`src/rtl/rename_ckpt_if.sv`:
```
// Handshake bundle between the dispatch/free-list side and the branch
// checkpoint controller.
interface rename_ckpt_if #(
    parameter int NCKPT = 4,
    parameter int PTR_W = 7
);
    localparam int TAG_W = $clog2(NCKPT);

    logic               br_alloc_req;
    logic               br_alloc_gnt;
    logic [TAG_W-1:0]   br_tag;
    logic [PTR_W-1:0]   fl_r_ptr;
    logic               br_resolve_valid;
    logic [TAG_W-1:0]   br_resolve_tag;
    logic               br_mispredict;
    logic               restore_valid;
    logic [PTR_W-1:0]   restore_r_ptr;
    logic               dispatch_stall;
    logic [TAG_W:0]     ckpt_count;

    // Requester / free-list side
    modport master (
        output br_alloc_req, fl_r_ptr, br_resolve_valid, br_resolve_tag, br_mispredict,
        input  br_alloc_gnt, br_tag, restore_valid, restore_r_ptr, dispatch_stall, ckpt_count
    );

    // Checkpoint controller side
    modport slave (
        input  br_alloc_req, fl_r_ptr, br_resolve_valid, br_resolve_tag, br_mispredict,
        output br_alloc_gnt, br_tag, restore_valid, restore_r_ptr, dispatch_stall, ckpt_count
    );
endinterface

```
`src/rtl/rename_ckpt_ctrl.sv`:
```
// Branch checkpoint controller: allocates a checkpoint slot per dispatched
// branch holding the free-list read pointer, frees slots on correct resolve,
// and on a mispredict issues a one-cycle pointer restore while squashing all
// younger checkpoints and stalling dispatch for the recovery cycle.
module rename_ckpt_ctrl #(
    parameter int NCKPT    = 4,
    parameter int PTR_W    = 7,
    parameter int FL_DEPTH = 96
) (
    input  logic            clk,
    input  logic            reset,
    rename_ckpt_if.slave    ckpt
);
    localparam int TAG_W = $clog2(NCKPT);
    localparam int CNT_W = TAG_W + 1;

    if ((1 << TAG_W) != NCKPT || NCKPT < 2 || NCKPT > 16) begin : g_bad_nckpt
        $error("rename_ckpt_ctrl: NCKPT must be a power of two in 2..16");
    end
    if (FL_DEPTH < 1 || FL_DEPTH > (1 << PTR_W)) begin : g_bad_depth
        $error("rename_ckpt_ctrl: FL_DEPTH must fit in PTR_W bits");
    end

    typedef enum logic {
        IDLE    = 1'b0,
        RECOVER = 1'b1
    } state_t;

    state_t             state_q, state_d;
    logic [NCKPT-1:0]   valid_q, valid_d;
    logic [PTR_W-1:0]   saved_ptr_q [NCKPT];
    logic [PTR_W-1:0]   saved_ptr_d [NCKPT];
    logic [TAG_W-1:0]   tail_q, tail_d;
    logic               restore_valid_q, restore_valid_d;
    logic [PTR_W-1:0]   restore_r_ptr_q, restore_r_ptr_d;
    logic [CNT_W-1:0]   ckpt_count_q, ckpt_count_d;

    logic               gnt;
    logic               mispredict_hit;
    logic               resolve_hit;
    logic [TAG_W-1:0]   squash_span;

    // Grant and stall decode from current state and inputs
    always_comb begin
        gnt = ckpt.br_alloc_req && !valid_q[tail_q] && (state_q == IDLE)
              && !(ckpt.br_resolve_valid && ckpt.br_mispredict);
        mispredict_hit = (state_q == IDLE) && ckpt.br_resolve_valid && ckpt.br_mispredict
                         && valid_q[ckpt.br_resolve_tag];
        resolve_hit    = (state_q == IDLE) && ckpt.br_resolve_valid && !ckpt.br_mispredict
                         && valid_q[ckpt.br_resolve_tag];
        squash_span    = tail_q - ckpt.br_resolve_tag;
    end

    assign ckpt.br_alloc_gnt   = gnt;
    assign ckpt.br_tag         = tail_q;
    assign ckpt.restore_valid  = restore_valid_q;
    assign ckpt.restore_r_ptr  = restore_r_ptr_q;
    assign ckpt.ckpt_count     = ckpt_count_q;
    assign ckpt.dispatch_stall = (state_q == RECOVER) || (ckpt.br_alloc_req && !gnt);

    // Next-state: slot table, tail, recovery FSM, restore pulse and occupancy
    always_comb begin
        state_d         = state_q;
        valid_d         = valid_q;
        saved_ptr_d     = saved_ptr_q;
        tail_d          = tail_q;
        restore_valid_d = 1'b0;
        restore_r_ptr_d = restore_r_ptr_q;
        ckpt_count_d    = '0;

        unique case (state_q)
            IDLE: begin
                if (mispredict_hit) begin
                    // Squash the circular range [tag, tail). A zero span with
                    // the tag valid means the ring is full, so every slot goes.
                    for (int unsigned i = 0; i < NCKPT; i++) begin
                        if (squash_span == '0 ||
                            TAG_W'(TAG_W'(i) - ckpt.br_resolve_tag) < squash_span) begin
                            valid_d[i] = 1'b0;
                        end
                    end
                    restore_valid_d = 1'b1;
                    restore_r_ptr_d = saved_ptr_q[ckpt.br_resolve_tag];
                    tail_d          = ckpt.br_resolve_tag;
                    state_d         = RECOVER;
                end else begin
                    if (resolve_hit) begin
                        valid_d[ckpt.br_resolve_tag] = 1'b0;
                    end
                    if (gnt) begin
                        valid_d[tail_q]     = 1'b1;
                        saved_ptr_d[tail_q] = ckpt.fl_r_ptr;
                        tail_d              = tail_q + TAG_W'(1);
                    end
                end
            end
            RECOVER: begin
                state_d = IDLE;
            end
            default: state_d = IDLE;
        endcase

        for (int unsigned i = 0; i < NCKPT; i++) begin
            ckpt_count_d = ckpt_count_d + CNT_W'(valid_d[i]);
        end
    end

    // State registers with synchronous active-high reset
    always_ff @(posedge clk) begin
        if (reset) begin
            state_q         <= IDLE;
            valid_q         <= '0;
            tail_q          <= '0;
            restore_valid_q <= 1'b0;
            restore_r_ptr_q <= '0;
            ckpt_count_q    <= '0;
            for (int unsigned i = 0; i < NCKPT; i++) begin
                saved_ptr_q[i] <= '0;
            end
        end else begin
            state_q         <= state_d;
            valid_q         <= valid_d;
            tail_q          <= tail_d;
            restore_valid_q <= restore_valid_d;
            restore_r_ptr_q <= restore_r_ptr_d;
            ckpt_count_q    <= ckpt_count_d;
            saved_ptr_q     <= saved_ptr_d;
        end
    end
endmodule

```
`src/flat_wrapper.sv`:
```
// flat-port wrapper written by rule: the top's interface ports become plain ports
module rename_ckpt_ctrl_flat 
#(
    parameter int NCKPT    = 4,
    parameter int PTR_W    = 7,
    parameter int FL_DEPTH = 96
)
  (clk, reset, ckpt_br_alloc_req, ckpt_fl_r_ptr, ckpt_br_resolve_valid, ckpt_br_resolve_tag, ckpt_br_mispredict, ckpt_br_alloc_gnt, ckpt_br_tag, ckpt_restore_valid, ckpt_restore_r_ptr, ckpt_dispatch_stall, ckpt_ckpt_count);
  rename_ckpt_if #(.NCKPT(NCKPT), .PTR_W(PTR_W)) ckpt_i ();
  input  logic clk;
  input  logic reset;
  input wire logic [$bits(ckpt_i.br_alloc_req)-1:0] ckpt_br_alloc_req;
  input wire logic [$bits(ckpt_i.fl_r_ptr)-1:0] ckpt_fl_r_ptr;
  input wire logic [$bits(ckpt_i.br_resolve_valid)-1:0] ckpt_br_resolve_valid;
  input wire logic [$bits(ckpt_i.br_resolve_tag)-1:0] ckpt_br_resolve_tag;
  input wire logic [$bits(ckpt_i.br_mispredict)-1:0] ckpt_br_mispredict;
  output wire logic [$bits(ckpt_i.br_alloc_gnt)-1:0] ckpt_br_alloc_gnt;
  output wire logic [$bits(ckpt_i.br_tag)-1:0] ckpt_br_tag;
  output wire logic [$bits(ckpt_i.restore_valid)-1:0] ckpt_restore_valid;
  output wire logic [$bits(ckpt_i.restore_r_ptr)-1:0] ckpt_restore_r_ptr;
  output wire logic [$bits(ckpt_i.dispatch_stall)-1:0] ckpt_dispatch_stall;
  output wire logic [$bits(ckpt_i.ckpt_count)-1:0] ckpt_ckpt_count;
  assign ckpt_i.br_alloc_req = ckpt_br_alloc_req;
  assign ckpt_i.fl_r_ptr = ckpt_fl_r_ptr;
  assign ckpt_i.br_resolve_valid = ckpt_br_resolve_valid;
  assign ckpt_i.br_resolve_tag = ckpt_br_resolve_tag;
  assign ckpt_i.br_mispredict = ckpt_br_mispredict;
  assign ckpt_br_alloc_gnt = ckpt_i.br_alloc_gnt;
  assign ckpt_br_tag = ckpt_i.br_tag;
  assign ckpt_restore_valid = ckpt_i.restore_valid;
  assign ckpt_restore_r_ptr = ckpt_i.restore_r_ptr;
  assign ckpt_dispatch_stall = ckpt_i.dispatch_stall;
  assign ckpt_ckpt_count = ckpt_i.ckpt_count;
  rename_ckpt_ctrl #(.NCKPT(NCKPT), .PTR_W(PTR_W), .FL_DEPTH(FL_DEPTH)) u_core (.clk(clk), .reset(reset), .ckpt(ckpt_i));
endmodule
```
`config.mk`:
```
export PLATFORM = sky130hd
export DESIGN_NAME = rename_ckpt_ctrl_flat
export DESIGN_NICKNAME = d
export VERILOG_FILES = /design/src/rtl/rename_ckpt_if.sv /design/src/rtl/rename_ckpt_ctrl.sv /design/src/flat_wrapper.sv
export SDC_FILE = /design/constraint.sdc
export NUM_CORES = 1
export LEC_CHECK = 0
export BUFFER_PORTS_ARGS = -buffer_cell sky130_fd_sc_hd__buf_2
export CAP_MARGIN = 20
export CORE_MARGIN = 1.5
export CORE_UTILIZATION = 51
export CTS_BUF_LIST = sky130_fd_sc_hd__clkbuf_16
export DETAILED_ROUTE_END_ITERATION = 7
export HOLD_SLACK_MARGIN = 0.02
export PLACE_DENSITY = 0.8
export SETUP_SLACK_MARGIN = 0.3
export SLEW_MARGIN = 10
export SYNTH_ARGS = -nofsm -noshare
export SYNTH_HDL_FRONTEND = slang
export SYNTH_SLANG_ARGS = --single-unit
```
`constraint.sdc`:
```
create_clock -name clk -period 3.15 [get_ports clk]
set_input_delay 0.1575 -clock clk [delete_from_list [all_inputs] [get_ports clk]]
set_output_delay 0.1575 -clock clk [all_outputs]
set_load 0.01 [all_outputs]
```
==> flow_summary.yaml <==
timing:
  rsz0062_at_grt: "no"
  fmax_mhz: 354
  finalCritPeriodShare_pct: 89.6
  skew_ns: 0.00569
  min_period_ns: 2.82
  setup_viol: 0
  whs_ns: 0.145
  tightest_slew_ns: 0.784
  setup_tns_ns: 0
  hold_viol: 0
  maxSlewHeadroom_pct: 47.8
  final-max-slew-violation-count: 0
power_and_ir_drop:
  p_leak_nw: 1.20
  pwr-share-comb_pct: 19.9
  clockPowerShare_pct: 34.8
  p_sw_share_pct: 27.0
  ir_drop_mv: 0.340
  p_int_w: 0.00101
  pwr-share-seq_pct: 45.4
  switchingPower_w: 0.000375
  p_per_area_nw_per_um2: 532
layout:
  instances_no_fill: 304
  fin_area_um2: 2610
  nets: 281
  layout-drive-gt1-share_pct: 25.2
  area_growth_syn_to_layout_pct: 15.8
  n_antenna_cell: 0
  final_util_pct: 63.4
outcome:
  outcome: "complete, no violations"
clock_network:
  cts_made_buffers: 5
  clkLatencyLatePin_ns: 0.28
  post-cts-setup-buffers: 0
  clk_pin_slew_worst_paths_ns: 0.06
  cts_tree: "built"
  clockBufferDepth: 2
  cts_max_level: 2
  cts_root_buf: "clkbuf_16"
  clock_sinks: 45
global_routing:
  grt_pass1_vias: 1699
  gr-usage-all-layers_pct: 21.4
  antenna_found_initial: 0
  grt_pass1_wl_um: 8090
  grt-ovfl-total: 0
  grt_max_degree: 46
floorplan:
  die_w_um: 69.5
  dieHeight_um: 69.5
  start_util_pct: 54.8
  pin_count: 29
  core-area_um2: 4120
  die_area_um2: 4830
  rows: 23
synthesis:
  synth_common_cells: "45 x dfxtp_1, 34 x nor2_1, 30 x mux2i_1, 19 x nand2_1, 14 x a21oi_1"
  yosysWarnings: 0
  synth_top_flop_cell: "dfxtp_1"
  yosysUniqueCellTypes: 40
  yosysTopAreaCellShare_pct: 40.0
  netlist_area_um2: 2250
  ys_top_cells_by_area: "dfxtp_1 40%, mux2i_1 13%, mux4_2 9.0%"
  synth_top_area_cell: "dfxtp_1"
  synth.net_count: 252
  synthCells: 224
  syn_area_per_cell_um2: 10.1
  synth-seq-area-share_pct: 40.0
  synth-edff-count: 0
  yosysMostFrequentCell: "dfxtp_1"
  synthArstFlopShare_pct: 0
  synth_seq_cells: 45
worst_setup_path:
  path_max_fanout: 6
  crit_slowest_cell: "mux4_2"
  start_kind: "register"
  endpoint_kind: "register"
  crit_top_cell: "ha_1"
  path_cells: "mux4_2 > and3_1 > a311o_1 > a21oi_2 > nor3_1 > ha_1 > fa_2 > ha_1 > nor2b_1"
  crit_required_ns: 3.29
  max_stage_delay_ns: 0.48
  critPathKind: "register to register"
  cp_data_arrival_time_ns: 2.96
route:
  drt-total-wl_um: 4900
  drt-vias-per-instance: 5.66
  first_pass_iters: 4
  drc: 0
  antenna_left: 0
  via_count: 1722
  drt-initial-drc-count: 113
  routedWlPerCell_um: 16.1
place:
  port_buffers: 28
  placed_cells: 296
  finalWeightedCongestion: 0.933
  placed_area_um2: 2450
  place_hpwl_um: 3350
hold_path:
  worst_hold_path_type: "input pin to register"
job:
  cap_violations: 0
## final timing paths
kind | start | endpoint | slack (ns) | cells past startpoint
max | u_core.valid_q[0]$_SDFF_PP0_ | u_core.ckpt.ckpt_count[1]$_SDFF_PP0_ | 0.33 | 9
min | ckpt_fl_r_ptr[2] | u_core.saved_ptr_q[16]$_SDFFE_PP0P_ | 0.15 | 3
max reg2reg | u_core.valid_q[0]$_SDFF_PP0_ | u_core.ckpt.ckpt_count[1]$_SDFF_PP0_ | 0.33 | 9
min reg2reg | u_core.saved_ptr_q[19]$_SDFFE_PP0P_ | u_core.saved_ptr_q[19]$_SDFFE_PP0P_ | 0.46 | 2
## per-stage QoR
step	setup slack, ns	power [W]
after floorplan	0.279	0.000831
after global placement	0.372	0.000897
final	0.329	0.00139
after CTS	0.343	0.00138
after global routing	0.234	0.00145
after detailed placement	0.349	0.000901
## registers in the layout (all words and copies together) (netlist names)
name,cells
u_core.ckpt.restore_r_ptr,7
u_core.valid_q,4
u_core.ckpt.br_tag,2
u_core.saved_ptr_q,28
u_core.ckpt.ckpt_count,3
u_core.ckpt.restore_valid,1
## cells in the final DEF, fill, tap and decap left out, types with 2 or more instances in the layout
master / instances
dfxtp_1: 40
nor2_1: 34
mux2i_1: 30
buf_2: 28
nand2_1: 18
a21oi_1: 12
ha_1: 12
inv_1: 10
mux4_2: 9
nor2b_1: 6
buf_4: 6
clkbuf_16: 5
dfxtp_2: 4
and2_1: 3
o21ai_0: 3
a21oi_2: 2
o31ai_1: 2
nand2_2: 2
a31oi_1: 2
## power by group through the flow
stage	Clock, W	Combinational, W	Sequential [W]
finish	0.000483	0.000276	0.000630
global route	0.000511	0.000305	0.000634
CTS	0.000491	0.000266	0.000627
detailed placement	0	0.000262	0.000639
global placement	0	0.000259	0.000638
floorplan	0	0.000193	0.000638
## routing by layer
metal	part of all wire (%)	vias to the layer above	track usage (%)	wire length [um]
met4	1.5	0	6.75	72
li1	-	842	-	-
met5	0	-	0	0
met1	44	809	26.8	2140
met3	7.6	8	6.83	373
met2	47	63	35.1	2320
## critical path: cells and delay by family (launching register included)
family	cells	cell delay, ns
AO/OA/AOI/OAI	2	0.53
AND/OR/NAND/NOR	3	0.42
multiplexers	1	0.48
adder cells (fa/ha/maj)	3	0.91
flip-flops	1	0.35
## logic make-up after synthesis
group	Yosys count	synth area share (%)
xor gates and xnor gates	3	1.83
buffers and inverters	20	4.05
adders and majority gates	14	8.11
AOI/OAI and AO/OA	32	9.88
muxes	39	22.3
DFF	45	40.0
and+or+nand+nor	71	13.8
## repair_timing
item | in CTS | in global routing
setup endpoints to repair | 0 | 2
resized for setup | 0 | 11
hold buffers | 0 | 0
## area by class of cell
cell class / instances / area [um2]
tap: 50 / 62.6
clock buffer: 5 / 125
sequential: 45 / 910
fill: 346 / 1510
inverter: 8 / 30.0
timing repair buffer: 34 / 185
multi-input combinational: 159 / 1280
clock inverter: 3 / 11.3
(Power assumes the default switching activity.)
